### config.mk
export PLATFORM = sky130hd
export DESIGN_NAME = mem_access_unit
export DESIGN_NICKNAME = d
export VERILOG_FILES = /design/src/rtl/mem_pkg.sv /design/src/rtl/mem_access_unit.sv
export SDC_FILE = /design/constraint.sdc
export NUM_CORES = 1
export LEC_CHECK = 0
export ABC_CLOCK_PERIOD_IN_PS = 1900
export CORE_MARGIN = 5
export CORE_UTILIZATION = 25
export CTS_CLUSTER_DIAMETER = 80
export DETAILED_ROUTE_END_ITERATION = 8
export GPL_TIMING_DRIVEN = 1
export PLACE_DENSITY = 0.56
export SYNTH_ARGS = -nofsm -noshare
export SYNTH_HDL_FRONTEND = slang
export SYNTH_SLANG_ARGS = --single-unit
### constraint.sdc
create_clock -name clk -period 1.9 [get_ports clk]
set_input_delay 0.285 -clock clk [delete_from_list [all_inputs] [get_ports clk]]
set_output_delay 0.285 -clock clk [all_outputs]
set_load 0.01 [all_outputs]
### src/rtl/mem_pkg.sv
// rtl/mem_pkg.sv - shared types and widths for the data-memory access path
package mem_pkg;

    typedef enum logic {
        LOAD = 1'b0,
        FILL = 1'b1
    } mem_op_e;

    typedef enum logic [1:0] {
        IDLE  = 2'd0,
        RD    = 2'd1,
        WR    = 2'd2,
        DRAIN = 2'd3
    } mau_state_e;

    localparam int MEM_ADDR_W = 8;
    localparam int MEM_DATA_W = 8;

endpackage

### src/rtl/mem_access_unit.sv
// rtl/mem_access_unit.sv - burst load/fill requester for the single-port data memory
import mem_pkg::*;

module mem_access_unit #(
    parameter int ADDR_W = MEM_ADDR_W,
    parameter int DATA_W = MEM_DATA_W,
    parameter int LEN_W  = 4
) (
    input  logic              clk,
    input  logic              rst_n,
    input  logic              req_valid,
    output logic              req_ready,
    input  logic              req_op,
    input  logic [ADDR_W-1:0] req_addr,
    input  logic [DATA_W-1:0] req_wdata,
    input  logic [LEN_W-1:0]  req_len,
    output logic              resp_valid,
    output logic [DATA_W-1:0] resp_data,
    output logic              resp_last,
    output logic              busy,
    output logic [ADDR_W-1:0] mem_addr,
    output logic [DATA_W-1:0] mem_write_data,
    output logic              mem_read,
    output logic              mem_write,
    input  logic [DATA_W-1:0] mem_read_data
);

    mau_state_e        state_q;
    mau_state_e        state_d;
    mem_op_e           op_q;
    logic [LEN_W-1:0]  cnt_q;
    logic              rd_d;
    logic              last_d;
    logic              fill_ack;
    logic              is_fill;

    assign is_fill = (mem_op_e'(req_op) == FILL);

    always_ff @(posedge clk or negedge rst_n) begin
        if (!rst_n) begin
            state_q <= IDLE;
        end else begin
            state_q <= state_d;
        end
    end

    always_comb begin
        state_d = state_q;
        case (state_q)
            IDLE:    if (req_valid) state_d = is_fill ? WR : RD;
            RD, WR:  if (cnt_q == '0) state_d = DRAIN;
            DRAIN:   state_d = IDLE;
            default: state_d = IDLE;
        endcase
    end

    // Read data arrives one cycle after the strobe, so the response is
    // tagged by the delayed strobe and the memory data is passed straight through.
    always_comb begin
        req_ready  = (state_q == IDLE);
        busy       = (state_q != IDLE);
        fill_ack   = (state_q == DRAIN) && (op_q == FILL);
        resp_valid = rd_d | fill_ack;
        resp_data  = rd_d ? mem_read_data : '0;
        resp_last  = last_d | fill_ack;
    end

    always_ff @(posedge clk or negedge rst_n) begin
        if (!rst_n) begin
            op_q           <= LOAD;
            cnt_q          <= '0;
            rd_d           <= 1'b0;
            last_d         <= 1'b0;
            mem_addr       <= '0;
            mem_write_data <= '0;
            mem_read       <= 1'b0;
            mem_write      <= 1'b0;
        end else begin
            rd_d   <= mem_read;
            last_d <= mem_read && (cnt_q == '0);
            case (state_q)
                IDLE: begin
                    if (req_valid) begin
                        op_q           <= mem_op_e'(req_op);
                        cnt_q          <= req_len;
                        mem_addr       <= req_addr;
                        mem_write_data <= is_fill ? req_wdata : '0;
                        mem_read       <= !is_fill;
                        mem_write      <= is_fill;
                    end
                end
                RD, WR: begin
                    if (cnt_q == '0) begin
                        mem_read  <= 1'b0;
                        mem_write <= 1'b0;
                    end else begin
                        cnt_q    <= cnt_q - 1'b1;
                        mem_addr <= mem_addr + 1'b1;
                    end
                end
                default: begin
                    mem_read  <= 1'b0;
                    mem_write <= 1'b0;
                end
            endcase
        end
    end

endmodule
==> results.md, run 1 <==
- Tcrit/Tclk final: 91.5%
- Initial core utilization: 25.6%
- Period minus WS final: 1740 ps
- RSZ-0062 raised after global routing: false
- Critical Path RT: 2110 ps
- Clk_skew: 5.30 ps
- #FFs+latches synth: 27
- HP Class: in -> async
- Mux share of post-synthesis cell area: 4.69%
- Max Cap Viol: 0
- Post-CTS Setup Bufs: 0
- Largest family of logic cells by synthesized area: compound AO/OA/AOI/OAI gates
- Non-Filler Instances: 298
- Status: complete, no violations
- FP Rows: 28
- Synth Cell Area: 1500 um2
- Total grt overflow: 0
- Die width: 87.3 um
- Fin area: 2300 um2
- Average vias per placed instance: 4.78
- Die footprint: 7630 um2
- Asr flop ratio synth: 100%
- Pre-antenna DRT Iters: 4
- Top_reg_cell synth: dfrtp_1
- Cts hold-fix bufs: 0
- Share of layout cells above drive strength 1: 9.42%
- Final setup fails: 0
- Clk buf depth: 2
- Cell taking the most area after synthesis: dfrtp_1
- Reg2Reg Depth: 6
- Port Buf Inserts: 61
- Slew Limit Fails: 0
- Initial antenna violation count: 0
- Xor and xnor area share after synthesis: 0%
- Synth top area share: 45.2%
- Crit end category: flop
- Root buf cell: clkbuf_8
- Post-synth cell types: 42
- Slew @ Worst Pin: 394 ps
- Die H: 87.3 um
- P&R area growth vs syn: 54.0%
- Gr usage total: 11.1%
- Synthesis Warnings: 0
- Num CTS Buffers: 3
- Startpoint class of the critical path: flop
- Worst slew margin: 73.2%
- DR WL/cell: 14.0 um
- Drt total wl: 4170 um
- Setup TNS: 0 ps
- Busiest grt layer: met2
- R2r setup slk: 160 ps
- Final nets: 260
- HPWL after DPL: 3070 um
- GRT met2 Usage: 18.4%
- CTS tree: built
- Total core area: 5850 um2
- Peak supply drop: 0.643 mV
- Syn nets: 193
- I/O pins: 62
- Syn Area/Cell: 9.52 um2
- Vias: 1423
- Met1 global-route usage: 14.3%
- Top-count cell post-synth: dfrtp_1
- # diodes: 0
- Adder-cell share of the synthesized area: 3.35%
- Power Density: 1680 nW/um2
- Placed cell area: 2230 um2
- Post-route DRC: 0
- Met3 GRT Util: 3.03%
- Crit-path max FO: 8
- Worst skew pair latency: 270 ps
- Simple logic cell fraction of the synthesized area: 18.6%
- DP Cell Count: 294
- First-pass GRT wire length: 6820 um
- Vias in the first global route: 1426
- CTS clk-pin slew, worst paths: 90 ps
- Crit Path Category: reg -> reg
- Post-synth EDFFs: 0
- RD Place Congestion: 0.834
- Synth Instances: 157
- DRT antenna net count: 0
- Largest net degree at the start of global routing: 28
- Synth Area in Compound Gates: 23.7%
- Final Hold Vio Count: 0
- Seq/Total Area, Yosys: 45.2%
- Leakage: 0.000994 uW
- PnR Total Power: 3860 uW
- CTS sink cnt: 27
- Synth area leaders: dfrtp_1 45%, nand2_1 5.8%, and2_1 3.8%, ha_1 3.3%, a21oi_1 3.0%
- WP data arrival: 1950 ps
- FMAX: 0.575 GHz
- Synth cell count leaders: 27 x dfrtp_1, 23 x nand2_1, 9 x a21oi_1, 9 x and2_1, 9 x o21ai_0
- Initial DRC Count: 49
- R2r endpoint: mem_addr[2]
- Worst R2R Start: cnt_q[0]
- H-tree levels: 1
==> worst max-delay path, cell delays in order (launching register included) <==
cell     delay [ps]
dfrtp_1         380
inv_1           100
ha_1            220
or3b_4          430
o21ai_2         320
a22oi_1         150
o21ai_1          90
==> what timing repair did <==
item / 4_1_cts / 5_1_grt
pin swaps: 0 / 0
resized for setup: 2 / 4
endpoints found under the setup margin: 2 / 4
==> cell type report <==
type                            instances  area (um2)
Clock buffer                            4        45.0
Fill cell                             576        3550
Inverter                                8        30.0
Multi-Input combinational cell        115         764
Sequential cell                        27         676
Tap cell                               75        93.8
Timing Repair Buffer                   69         693
==> per-stage QoR <==
stage | setup slack, ps | util (%) | hold WS [ps]
2_1_floorplan | 161 | - | -10.6
3_3_place_gp | 117 | 38.2 | 441
3_5_place_dp | 86.1 | 38.2 | 459
4_1_cts | 18.9 | 39.2 | 390
5_1_grt | 9.19 | 39.3 | 437
6_report | 161 | 39.3 | 380
==> cell usage in the layout, fill, tap and decap left out, types with 2 or more instances in the layout <==
cell type,instances
buf_4,7
clkdlybuf4s50_1,57
a22o_1,2
a2bb2oi_1,2
mux2i_1,3
o32ai_1,2
o211ai_1,3
nor3_1,2
a21oi_1,9
and2_1,9
clkbuf_8,3
a221oi_1,2
a22oi_1,3
nor2_1,3
o21ai_0,9
dlymetal6s2s_1,4
o21ai_1,6
inv_1,7
o2bb2ai_1,2
a2111oi_0,3
ha_1,3
nand4_1,2
dfrtp_1,27
nand3_1,7
o22ai_1,2
a21o_1,2
nand2_1,23
==> how the worst max path moves through the flow <==
stage	endpoint	from	cells after the start	slack [ps]
6_report	mem_addr[2]	cnt_q[0]	6	160
2_1_floorplan	cnt_q[3]	state_q[0]	6	160
3_5_place_dp	cnt_q[3]	state_q[0]	5	90
3_3_place_gp	cnt_q[3]	state_q[0]	5	120
5_1_grt	mem_addr[2]	cnt_q[0]	7	9
4_1_cts	req_ready	state_q[0]	3	20
==> registers in the layout (all words and copies together), names as in the netlist <==
signal	cells
op_q	1
state_q	2
rd_d	1
last_d	1
mem_write	1
mem_addr	8
cnt_q	4
mem_read	1
mem_write_data	8
==> routing by layer <==
layer,routed length (um),vias up
met5,0,-
met4,15,0
met3,395,2
met2,1900,48
met1,1850,672
li1,-,701
==> cells by family (layout without fill, tap and decap cells) <==
| logic type | count (synthesis) | after routing |
|---|---|---|
| compound gates | 51 | 51 |
| simple gates | 54 | 54 |
| mux | 6 | 6 |
| buf+inv | 15 | 81 |
| flops | 27 | 27 |
| fa+ha+maj | 4 | 4 |
==> power by group <==
group | switching [uW] | internal (uW) | total [uW] | leakage [uW]
sequential | 252 | 842 | 1090 | 0.000337
combinational | 1200 | 1240 | 2440 | 0.000633
clock | 178 | 150 | 328 | 0.0000228
Power figures use the tool's default switching activity.
==> run 2, diff against run 1 <==
--- a/config.mk
+++ b/config.mk
@@ -11,7 +11,7 @@
 export CTS_CLUSTER_DIAMETER = 80
 export DETAILED_ROUTE_END_ITERATION = 8
 export GPL_TIMING_DRIVEN = 1
-export PLACE_DENSITY = 0.56
+export PLACE_DENSITY = 0.48
 export SYNTH_ARGS = -nofsm -noshare
 export SYNTH_HDL_FRONTEND = slang
 export SYNTH_SLANG_ARGS = --single-unit
==> run 2 against run 1 <==
Net effect: clock power about the same; first-iteration DRC count up 6.1%; count of clock-buffer cells in the layout unchanged; critical path type is now reg -> out; largest cell class unchanged.
==> results.md, run 2 (synthesis results as in run 1) <==
- Total grt overflow: 0 (unchanged)
- Slew @ Worst Pin: 398 ps (was 394 ps)
- Setup TNS: 0 ps (unchanged)
- Placement Setup Slack: 76.5 ps (was 86.1 ps)
- Die footprint: 7630 um2 (unchanged)
- HPWL after DPL: 3030 um (was 3070 um)
- HP Class: in -> async (unchanged)
- Tcrit/Tclk final: 95.6% (was 91.5%)
- Power Density: 1690 nW/um2 (was 1680 nW/um2)
- P&R area growth vs syn: 54.5% (was 54.0%)
- R2r endpoint: mem_write (was mem_addr[2])
- Vias: 1386 (was 1423)
- Filler cells: 592 (was 576)
- Met3 GRT Util: 3.41% (was 3.03%)
- Max incr delay on CP: 480 ps (was 430 ps)
- RD Place Congestion: 0.739 (was 0.834)
- Gr usage total: 10.6% (was 11.1%)
- WP data arrival: 1530 ps (was 1950 ps)
- Worst R2R Start: state_q[0] (was cnt_q[0])
- FP Rows: 28 (unchanged)
- Most common cell after layout, fill and taps aside: clkdlybuf4s50_1 (unchanged)
- Final setup fails: 0 (unchanged)
- R2r setup slk: 140 ps (was 160 ps)
- Num CTS Buffers: 3 (unchanged)
- Post-CTS Setup Bufs: 0 (unchanged)
- Initial core utilization: 25.6% (unchanged)
- Die H: 87.3 um (unchanged)
- Most frequent cells in the layout: 59 x clkdlybuf4s50_1, 27 x dfrtp_1, 23 x nand2_1 (was 57 x clkdlybuf4s50_1, 27 x dfrtp_1, 23 x nand2_1)
- DR WL/cell: 13.4 um (was 14.0 um)
- Non-Filler Instances: 300 (was 298)
- Initial antenna violation count: 0 (unchanged)
- Final nets: 262 (was 260)
- DP Cell Count: 296 (was 294)
- Busiest grt layer: met2 (unchanged)
- Post-route DRC: 0 (unchanged)
- Crit Path Category: reg -> out (was reg -> reg)
- CTS sink cnt: 27 (unchanged)
- Port Buf Inserts: 61 (unchanged)
- GRT met2 Usage: 16.2% (was 18.4%)
- Crit path cell chain: ha_1 > a21o_1 > clkdlybuf4s50_1 (was inv_1 > ha_1 > or3b_4 > o21ai_2 > a22oi_1 > o21ai_1)
- Reg2Reg Depth: 7 (was 6)
- Crit end category: output port (was flop)
- Share of layout cells above drive strength 1: 10.2% (was 9.42%)
- Top flop regs: mem_addr: 8 flops, mem_write_data: 8 flops, cnt_q: 4 flops (unchanged)
- RSZ-0062 raised after global routing: false (unchanged)
- Cts hold-fix bufs: 0 (unchanged)
- Met1 global-route usage: 14.8% (was 14.3%)
- Worst skew pair latency: 270 ps (about the same)
- Clk_skew: 5.47 ps (was 5.30 ps)
- Pre-antenna DRT Iters: 4 (unchanged)
- Status: complete, no violations (unchanged)
- Drt total wl: 4010 um (was 4170 um)
- Period minus WS final: 1820 ps (was 1740 ps)
- Worst slew margin: 73.0% (was 73.2%)
- Startpoint class of the critical path: flop (unchanged)
- FMAX: 0.550 GHz (was 0.575 GHz)
- Initial DRC Count: 52 (was 49)
- Slew Limit Fails: 0 (unchanged)
- Die width: 87.3 um (unchanged)
- CTS clk-pin slew, worst paths: 90 ps (about the same)
- Post-CTS sizing: 2 (unchanged)
- Vias in the first global route: 1326 (was 1426)
- Clk buf depth: 2 (unchanged)
- Leakage: 0.000961 uW (was 0.000994 uW)
- Max Cap Viol: 0 (unchanged)
- Final Hold Vio Count: 0 (unchanged)
- Average vias per placed instance: 4.62 (was 4.78)
- H-tree levels: 1 (unchanged)
- Largest net degree at the start of global routing: 28 (unchanged)
- DRT antenna net count: 0 (unchanged)
- Util after Layout: 39.5% (was 39.3%)
- Total core area: 5850 um2 (unchanged)
- Worst setup margin: 82.8 ps (was 161 ps)
- Worst-path cell with the longest stage delay: clkdlybuf4s50_1 (was or3b_4)
- I/O pins: 62 (unchanged)
- Crit-path max FO: 3 (was 8)
- Peak supply drop: 0.702 mV (was 0.643 mV)
- CP startpoint: state_q[0] (was cnt_q[0])
- Root buf cell: clkbuf_8 (unchanged)
- Critical Path RT: 1620 ps (was 2110 ps)
- CTS tree: built (unchanged)
- # diodes: 0 (unchanged)
- First-pass GRT wire length: 6520 um (was 6820 um)
- Hold_ws: 392 ps (was 380 ps)
-- run 2: worst max-delay path, delay by kind of cell, from the launching register on --
family,cells,cell delay (ps)
buffers and inverters,1,480
DFF,1,410
adders and majority gates,1,220
AOI/OAI and AO/OA,1,150
-- run 2: per-layer routing --
metal | up-vias | share of wire (%)
met4 | 0 | 0.20
met5 | - | 0
met2 | 48 | 43
met1 | 616 | 48
li1 | 720 | -
met3 | 2 | 8.9
-- run 2: final cells by class --
cell class	count	area (um2)	area share (%)
clock buffers	4	45.0	1.95
inverters	8	30.0	1.30
multi-input cells	115	778	33.7
flip-flops and latches	27	676	29.3
repair buffers	71	687	29.7
well taps	75	93.8	4.06
-- run 2: how the worst max path moves through the flow --
stage	cells after the start	slack, ps	endpoint
global route	7	10	mem_write
global placement	7	70	mem_addr[3]
floorplan	6	160	cnt_q[3]
detailed placement	4	80	cnt_q[3]
finish	3	80	resp_last
CTS	4	6	busy
-- run 2: report_power, final --
part,leakage (uW),internal (uW),switching [uW]
sequential,0.000337,842,258
combinational,0.000601,1260,1210
clock,0.0000228,150,176
-- run 2: through the flow --
stage	power (uW)	instance area, um2
after floorplan	2530	1500
after global placement	3520	2240
after detailed placement	3510	2240
after CTS	3870	2280
after global routing	4250	2310
final	3890	2310
